==> src/rtl/rv_multicycle_ctrl.sv <==
// Main control FSM for the multicycle RV32I core.
// Steps each instruction through fetch/decode/execute/memory/writeback and
// drives the datapath strobes, muxes and the alu_op/func pair.
// Optional feature: define CTRL_ILLEGAL_TRAP_EN to make an illegal opcode
// trap (sticky flag, FSM parked until rst); otherwise it is a 1-cycle NOP.
module rv_multicycle_ctrl #(
    parameter logic [3:0] RESET_STATE = 4'd0
) (
    input  logic        clk,
    input  logic        rst,
    input  logic [31:0] instr,
    input  logic        mem_ready,
    output logic        pc_write,
    output logic        pc_write_cond,
    output logic [1:0]  pc_src,
    output logic        ir_write,
    output logic        mem_read,
    output logic        mem_write,
    output logic        reg_write,
    output logic [1:0]  wb_sel,
    output logic [1:0]  alu_src_a,
    output logic [1:0]  alu_src_b,
    output logic [1:0]  alu_op,
    output logic [3:0]  func,
    output logic        illegal_instr,
    output logic [3:0]  state_o
);

    typedef enum logic [3:0] {
        FETCH    = 4'd0,
        DECODE   = 4'd1,
        EXEC_R   = 4'd2,
        EXEC_I   = 4'd3,
        ALU_WB   = 4'd4,
        MEM_ADDR = 4'd5,
        MEM_RD   = 4'd6,
        MEM_WB   = 4'd7,
        MEM_WR   = 4'd8,
        BRANCH   = 4'd9,
        JAL      = 4'd10,
        JALR     = 4'd11,
        LUI      = 4'd12,
        AUIPC    = 4'd13,
        ILLEGAL  = 4'd14
    } state_t;

    localparam logic [6:0] OP_R      = 7'b0110011;
    localparam logic [6:0] OP_IMM    = 7'b0010011;
    localparam logic [6:0] OP_LOAD   = 7'b0000011;
    localparam logic [6:0] OP_STORE  = 7'b0100011;
    localparam logic [6:0] OP_BRANCH = 7'b1100011;
    localparam logic [6:0] OP_JAL    = 7'b1101111;
    localparam logic [6:0] OP_JALR   = 7'b1100111;
    localparam logic [6:0] OP_LUI    = 7'b0110111;
    localparam logic [6:0] OP_AUIPC  = 7'b0010111;

    state_t      state;
    logic [6:0]  opcode;
    logic [2:0]  funct3;
    logic [3:0]  func_r;
    logic [3:0]  func_i;
    logic        unused_instr_bits;

    assign opcode  = instr[6:0];
    assign funct3  = instr[14:12];
    assign func_r  = {instr[30], funct3};
    // Only SRAI uses funct7[5]; ADDI with imm[10] set must not turn into SUB
    assign func_i  = {(funct3 == 3'b101) & instr[30], funct3};
    assign state_o = 4'(state);
    assign unused_instr_bits = ^{instr[31], instr[29:15], instr[11:7]};

    // State register, next-state sequencing and sticky illegal flag
    always_ff @(posedge clk) begin
        if (rst) begin
            state         <= state_t'(RESET_STATE);
            illegal_instr <= 1'b0;
        end else begin
            case (state)
                FETCH:    if (mem_ready) state <= DECODE;
                DECODE: begin
                    case (opcode)
                        OP_R:      state <= EXEC_R;
                        OP_IMM:    state <= EXEC_I;
                        OP_LOAD:   state <= MEM_ADDR;
                        OP_STORE:  state <= MEM_ADDR;
                        OP_BRANCH: state <= BRANCH;
                        OP_JAL:    state <= JAL;
                        OP_JALR:   state <= JALR;
                        OP_LUI:    state <= LUI;
                        OP_AUIPC:  state <= AUIPC;
                        default: begin
                            state <= ILLEGAL;
`ifdef CTRL_ILLEGAL_TRAP_EN
                            illegal_instr <= 1'b1;
`endif
                        end
                    endcase
                end
                EXEC_R:   state <= ALU_WB;
                EXEC_I:   state <= ALU_WB;
                ALU_WB:   state <= FETCH;
                MEM_ADDR: state <= (opcode == OP_STORE) ? MEM_WR : MEM_RD;
                MEM_RD:   if (mem_ready) state <= MEM_WB;
                MEM_WB:   state <= FETCH;
                MEM_WR:   if (mem_ready) state <= FETCH;
                BRANCH:   state <= FETCH;
                JAL:      state <= FETCH;
                JALR:     state <= FETCH;
                LUI:      state <= FETCH;
                AUIPC:    state <= ALU_WB;
`ifdef CTRL_ILLEGAL_TRAP_EN
                ILLEGAL:  state <= ILLEGAL;
`else
                ILLEGAL:  state <= FETCH;
`endif
                default:  state <= FETCH;
            endcase
        end
    end

    // Moore output decode; FETCH gates its IR/PC loads on mem_ready
    always_comb begin
        pc_write      = 1'b0;
        pc_write_cond = 1'b0;
        pc_src        = 2'b00;
        ir_write      = 1'b0;
        mem_read      = 1'b0;
        mem_write     = 1'b0;
        reg_write     = 1'b0;
        wb_sel        = 2'b00;
        alu_src_a     = 2'b00;
        alu_src_b     = 2'b00;
        alu_op        = 2'b00;
        func          = 4'b0000;
        case (state)
            FETCH: begin
                mem_read  = 1'b1;
                alu_src_a = 2'b01;
                alu_src_b = 2'b10;
                alu_op    = 2'b01;
                ir_write  = mem_ready;
                pc_write  = mem_ready;
            end
            EXEC_R: begin
                alu_op = 2'b10;
                func   = func_r;
            end
            EXEC_I: begin
                alu_op    = 2'b10;
                alu_src_b = 2'b01;
                func      = func_i;
            end
            ALU_WB: begin
                reg_write = 1'b1;
                // Keep the ALU computing what the preceding execute state set up
                case (opcode)
                    OP_R: begin
                        alu_op = 2'b10;
                        func   = func_r;
                    end
                    OP_IMM: begin
                        alu_op    = 2'b10;
                        alu_src_b = 2'b01;
                        func      = func_i;
                    end
                    OP_AUIPC: begin
                        alu_op    = 2'b01;
                        alu_src_a = 2'b10;
                        alu_src_b = 2'b01;
                    end
                    default: ;
                endcase
            end
            MEM_ADDR, MEM_RD: begin
                alu_op    = 2'b01;
                alu_src_b = 2'b01;
                mem_read  = (state == MEM_RD);
            end
            MEM_WB: begin
                reg_write = 1'b1;
                wb_sel    = 2'b01;
            end
            MEM_WR:   mem_write = 1'b1;
            BRANCH: begin
                alu_op        = 2'b11;
                func          = {1'b0, funct3};
                pc_write_cond = 1'b1;
                pc_src        = 2'b01;
            end
            JAL: begin
                reg_write = 1'b1;
                wb_sel    = 2'b10;
                pc_write  = 1'b1;
                pc_src    = 2'b01;
            end
            JALR: begin
                alu_op    = 2'b01;
                alu_src_b = 2'b01;
                reg_write = 1'b1;
                wb_sel    = 2'b10;
                pc_write  = 1'b1;
                pc_src    = 2'b10;
            end
            LUI: begin
                reg_write = 1'b1;
                wb_sel    = 2'b11;
            end
            AUIPC: begin
                alu_op    = 2'b01;
                alu_src_a = 2'b10;
                alu_src_b = 2'b01;
            end
            default: ;
        endcase
    end

endmodule

==> config.mk <==
export PLATFORM = sky130hd
export DESIGN_NAME = rv_multicycle_ctrl
export DESIGN_NICKNAME = d
export VERILOG_FILES = /design/src/rtl/rv_multicycle_ctrl.sv
export SDC_FILE = /design/constraint.sdc
export NUM_CORES = 1
export LEC_CHECK = 0
export CAP_MARGIN = 15
export CORE_MARGIN = 4
export CORE_UTILIZATION = 33
export CTS_CLUSTER_SIZE = 12
export DETAILED_ROUTE_END_ITERATION = 16
export PLACE_DENSITY = 0.84
export SLEW_MARGIN = 20
export SYNTH_ARGS = -nofsm -noshare
export SYNTH_HDL_FRONTEND = slang
export SYNTH_SLANG_ARGS = --single-unit
==> constraint.sdc <==
create_clock -name clk -period 2.8 [get_ports clk]
set_clock_uncertainty 0.1 [all_clocks]
set_input_delay 0.28 -clock clk [delete_from_list [all_inputs] [get_ports clk]]
set_output_delay 0.28 -clock clk [all_outputs]
set_load 0.1 [all_outputs]
==> impl_results.html <==
<table>
<tr><th>Metric</th><th>Value</th></tr>
<tr><th colspan="2">Place</th></tr>
<tr><td>Half-perimeter wire length after placement</td><td>1.619 mm</td></tr>
<tr><td>Pre-CTS setup slack</td><td>401.6 ps</td></tr>
<tr><td>Cell area after placement</td><td>approximately 1200 um^2</td></tr>
<tr><td>Count of buffers inserted at the top-level ports</td><td>37</td></tr>
<tr><td>GP Congestion</td><td>0.8057</td></tr>
<tr><th colspan="2">Min path</th></tr>
<tr><td>Number of cells on the worst hold path</td><td>2</td></tr>
<tr><td>Hold_sp</td><td>rst</td></tr>
<tr><td>Hold WC Path Type</td><td>input pin to register</td></tr>
<tr><td>Worst-case hold path end point</td><td>state_o[2]</td></tr>
<tr><th colspan="2">Clock network</th></tr>
<tr><td>H-tree depth reported by CTS</td><td>1</td></tr>
<tr><td>Clock latency reported for the late side of the worst-skew pair</td><td>approximately 230 ps</td></tr>
<tr><td>CTS clk-pin slew, worst paths</td><td>~40 ps</td></tr>
<tr><td>Setup Fix Bufs, Post-CTS</td><td>0</td></tr>
<tr><td>Maximum root-to-sink buffer count</td><td>2</td></tr>
<tr><td>Resized Gates After CTS</td><td>0</td></tr>
<tr><td>Clock tree from TritonCTS</td><td>yes</td></tr>
<tr><td>Clk Tree Root Cell</td><td>sky130_fd_sc_hd__clkbuf_4</td></tr>
<tr><td>Cts hold-fix bufs</td><td>0</td></tr>
<tr><td>TritonCTS sink count</td><td>4</td></tr>
<tr><td>Number of buffers inserted during clock tree synthesis</td><td>3</td></tr>
<tr><th colspan="2">Setup path</th></tr>
<tr><td>Endpoint class of the critical path</td><td>output pin</td></tr>
<tr><td>Startpoint kind of the worst setup timing path</td><td>input pin</td></tr>
<tr><td>Top cell family by delay on the critical path</td><td>simple AND/OR/NAND/NOR gates</td></tr>
<tr><td>Critical path arrival</td><td>just under 2000 ps</td></tr>
<tr><td>Cell with the largest stage delay on the worst path</td><td>sky130_fd_sc_hd__clkdlybuf4s50_1</td></tr>
<tr><td>FF-to-FF path depth</td><td>4</td></tr>
<tr><td>Buffers &amp; Inverters on Critical Path</td><td>2</td></tr>
<tr><td>Worst reg2reg endpoint</td><td>state_o[0]</td></tr>
<tr><td>Worst flop-to-flop path startpoint</td><td>state_o[0]</td></tr>
<tr><td>Slowest stage delay, CP</td><td>about 450 ps</td></tr>
<tr><td>Data required time of the critical path</td><td>2420 ps</td></tr>
<tr><td>Setup CP Type</td><td>input pin to output pin</td></tr>
<tr><td>Series of cell instances along the critical path</td><td>clkdlybuf4s50_1 -&gt; nand4bb_4 -&gt; nor3b_1 -&gt; a21oi_1 -&gt; nor2b_2 -&gt; buf_12</td></tr>
<tr><td>Max Fanout on Critical Path</td><td>4</td></tr>
<tr><td>Worst R2R Setup Slack</td><td>920 ps</td></tr>
<tr><th colspan="2">Final layout</th></tr>
<tr><td>Layout cell share with drive strength beyond 1</td><td>37.68%</td></tr>
<tr><td>Number of flip-flops under the largest register name</td><td>4</td></tr>
<tr><td>Post-route cell area</td><td>1229 um^2</td></tr>
<tr><td>Filler instances</td><td>184</td></tr>
<tr><td>Area Overhead vs Synth</td><td>81.52%</td></tr>
<tr><td>Storage cell area</td><td>85.08 um^2</td></tr>
<tr><td>Count of inserted antenna diode cells</td><td>0</td></tr>
<tr><td>Most common cell after layout, fill and taps aside</td><td>sky130_fd_sc_hd__buf_4</td></tr>
<tr><td>Post-layout util</td><td>62.63%</td></tr>
<tr><td>Area occupied by multi-input gates</td><td>653.1 um^2</td></tr>
<tr><td>Top library cells by usage in the layout, fill and taps aside</td><td>sky130_fd_sc_hd__buf_4 (15), sky130_fd_sc_hd__clkdlybuf4s50_1 (13), sky130_fd_sc_hd__buf_12 (9)</td></tr>
<tr><td>Final nets</td><td>175</td></tr>
<tr><th colspan="2">Die</th></tr>
<tr><td>Initial cell density of the core</td><td>34.50%</td></tr>
<tr><td>Die width</td><td>53.29 um</td></tr>
<tr><td>Chip height</td><td>53.29 um</td></tr>
<tr><td>IO Pins</td><td>60</td></tr>
<tr><td>Die Footprint</td><td>about 2800 um^2</td></tr>
<tr><td>Total number of placement rows</td><td>16</td></tr>
<tr><td>Core area</td><td>a little under 2000 um^2</td></tr>
<tr><th colspan="2">Yosys</th></tr>
<tr><td>Cell variety after synth</td><td>35</td></tr>
<tr><td>Mapped Nets</td><td>142</td></tr>
<tr><td>Post-synthesis average cell area</td><td>6.326 um^2</td></tr>
<tr><td>Synth warn</td><td>0</td></tr>
<tr><td>Post-synth design cell area</td><td>~680 um^2</td></tr>
<tr><td>Post-synth top area share</td><td>approximately an eighth</td></tr>
<tr><td>Instance count of the mapped netlist</td><td>107</td></tr>
<tr><td>Dominant cells by area after synthesis</td><td>sky130_fd_sc_hd__dfxtp_1 (12%), sky130_fd_sc_hd__a21oi_1 (8.1%), sky130_fd_sc_hd__nor2_1 (7.2%), sky130_fd_sc_hd__nand2b_1 (6.5%), sky130_fd_sc_hd__nor2b_1 (6.5%)</td></tr>
<tr><td>Synth Register Bits</td><td>4</td></tr>
<tr><td>Sequential share of the synthesized area</td><td>11.83%</td></tr>
<tr><td>Dominant cell type by area after synthesis</td><td>sky130_fd_sc_hd__dfxtp_1</td></tr>
<tr><th colspan="2">Timing</th></tr>
<tr><td>Slew of the pin with the lowest slew margin</td><td>556.3 ps</td></tr>
<tr><td>Worst setup slack after layout</td><td>roughly 430 ps</td></tr>
<tr><td>Number of failing setup endpoints in the final timing report</td><td>0</td></tr>
<tr><td>Final count of hold timing violations</td><td>0</td></tr>
<tr><td>Worst rel slew slack</td><td>62.39%</td></tr>
<tr><td>Number of max-slew violations in the final report</td><td>0</td></tr>
<tr><td>Final period utilization</td><td>84.81%</td></tr>
<tr><td>Highest clock rate</td><td>0.4211 GHz</td></tr>
<tr><td>Clock period minus final worst setup slack</td><td>~2400 ps</td></tr>
<tr><td>RSZ-0062 raised after global routing</td><td>false</td></tr>
<tr><th colspan="2">Run status</th></tr>
<tr><td>Outcome</td><td>complete, no violations</td></tr>
<tr><th colspan="2">Detailed routing</th></tr>
<tr><td>Initial drt markers</td><td>12</td></tr>
<tr><td>Total vias in the final route</td><td>870</td></tr>
<tr><td>Detailed Routing Iterations Pass 1</td><td>4</td></tr>
<tr><td>Max Used Layer</td><td>met4</td></tr>
<tr><td>DRC violation count after routing</td><td>0</td></tr>
<tr><td>Post-route met1 wirelength</td><td>about 830 um</td></tr>
<tr><td>Total length of routed met3 wires</td><td>189 um</td></tr>
<tr><td>Sum of met2 wire segment lengths after detailed routing</td><td>1.043 mm</td></tr>
<tr><td>Wire per inst</td><td>12.61 um</td></tr>
<tr><td>Final wirelength</td><td>2.081 mm</td></tr>
<tr><td>Via-per-instance ratio</td><td>5.273</td></tr>
<tr><td>Number of routed nets with antenna violations</td><td>0</td></tr>
<tr><th colspan="2">Global route</th></tr>
<tr><td>Grt ovf</td><td>0</td></tr>
<tr><td>All-Layer GR Usage</td><td>approximately 16%</td></tr>
<tr><td>First-pass GRT wire length</td><td>3.588 mm</td></tr>
<tr><td>Antenna violations before repair</td><td>0</td></tr>
<tr><td>Number of global-route vias before repair</td><td>848</td></tr>
<tr><td>Largest net degree at the start of global routing</td><td>25</td></tr>
<tr><th colspan="2">Run</th></tr>
<tr><td>Max-cap violation count</td><td>0</td></tr>
</table>
metrics by stage:
| step | hold slack [ps] | std cells | setup TNS, ps |
|---|---|---|---|
| final | 590.4 | 165 | 0 |
| after CTS | 585.8 | 165 | 0 |
| after floorplan | 241.7 | 107 | -852.2 |
| after global placement | 594.3 | 162 | 0 |
| after global routing | 605.0 | 165 | 0 |
| after detailed placement | 608.0 | 162 | 0 |
cells in the mapped netlist, drive strengths merged:
cell / instances
a211oi: 1
a21oi: 11
a22oi: 2
a2bb2oi: 1
a31oi: 3
and2: 1
and2b: 1
buf: 3
clkbuf: 6
conb: 1
dfxtp: 4
inv: 3
nand2: 8
nand2b: 7
nand3: 2
nand3b: 4
nand4bb: 1
nor2: 13
nor2b: 7
nor3: 6
nor3b: 2
nor4: 2
nor4b: 1
o21ai: 6
o221ai: 1
o22ai: 1
o2bb2ai: 1
o31ai: 3
or2b: 1
or4: 1
or4b: 2
xor2: 1
how the worst max path moves through the flow:
stage	start	to	slack, ps	depth (start not counted)
after floorplan	state_o[2]	alu_src_b[1]	-430	3
after global placement	instr[6]	func[1]	440	6
after detailed placement	instr[6]	func[0]	400	6
after CTS	instr[6]	func[0]	400	6
after global routing	state_o[2]	func[0]	270	5
final	instr[6]	func[0]	430	6
cell families after synthesis:
group / after synthesis / share of synthesized area [%]
DFF: 4 / 11.83
xor gates and xnor gates: 1 / 1.294
and+or+nand+nor: 59 / 52.13
buffers and inverters: 12 / 7.393
other: 1 / 0.5540
AOI/OAI and AO/OA: 30 / 26.80
cell type report:
type                    count  share of cell area (%)
repair buffers             37                   34.42
multi-input cells          91                   53.16
well taps                  27                   2.749
flip-flops and latches      4                   6.925
clock buffers               3                   1.833
inverters                   3                  0.9165
layer usage:
layer | GRT usage (%) | vias to the layer above
met4 | 6.383 | 0
met5 | 0 | -
met1 | 19.30 | 380
met3 | 2.535 | 2
li1 | - | 449
met2 | 29.18 | 39
Power is not shown: default switching activity piles up to over one toggle a cycle in this logic, so the estimate is an artifact.
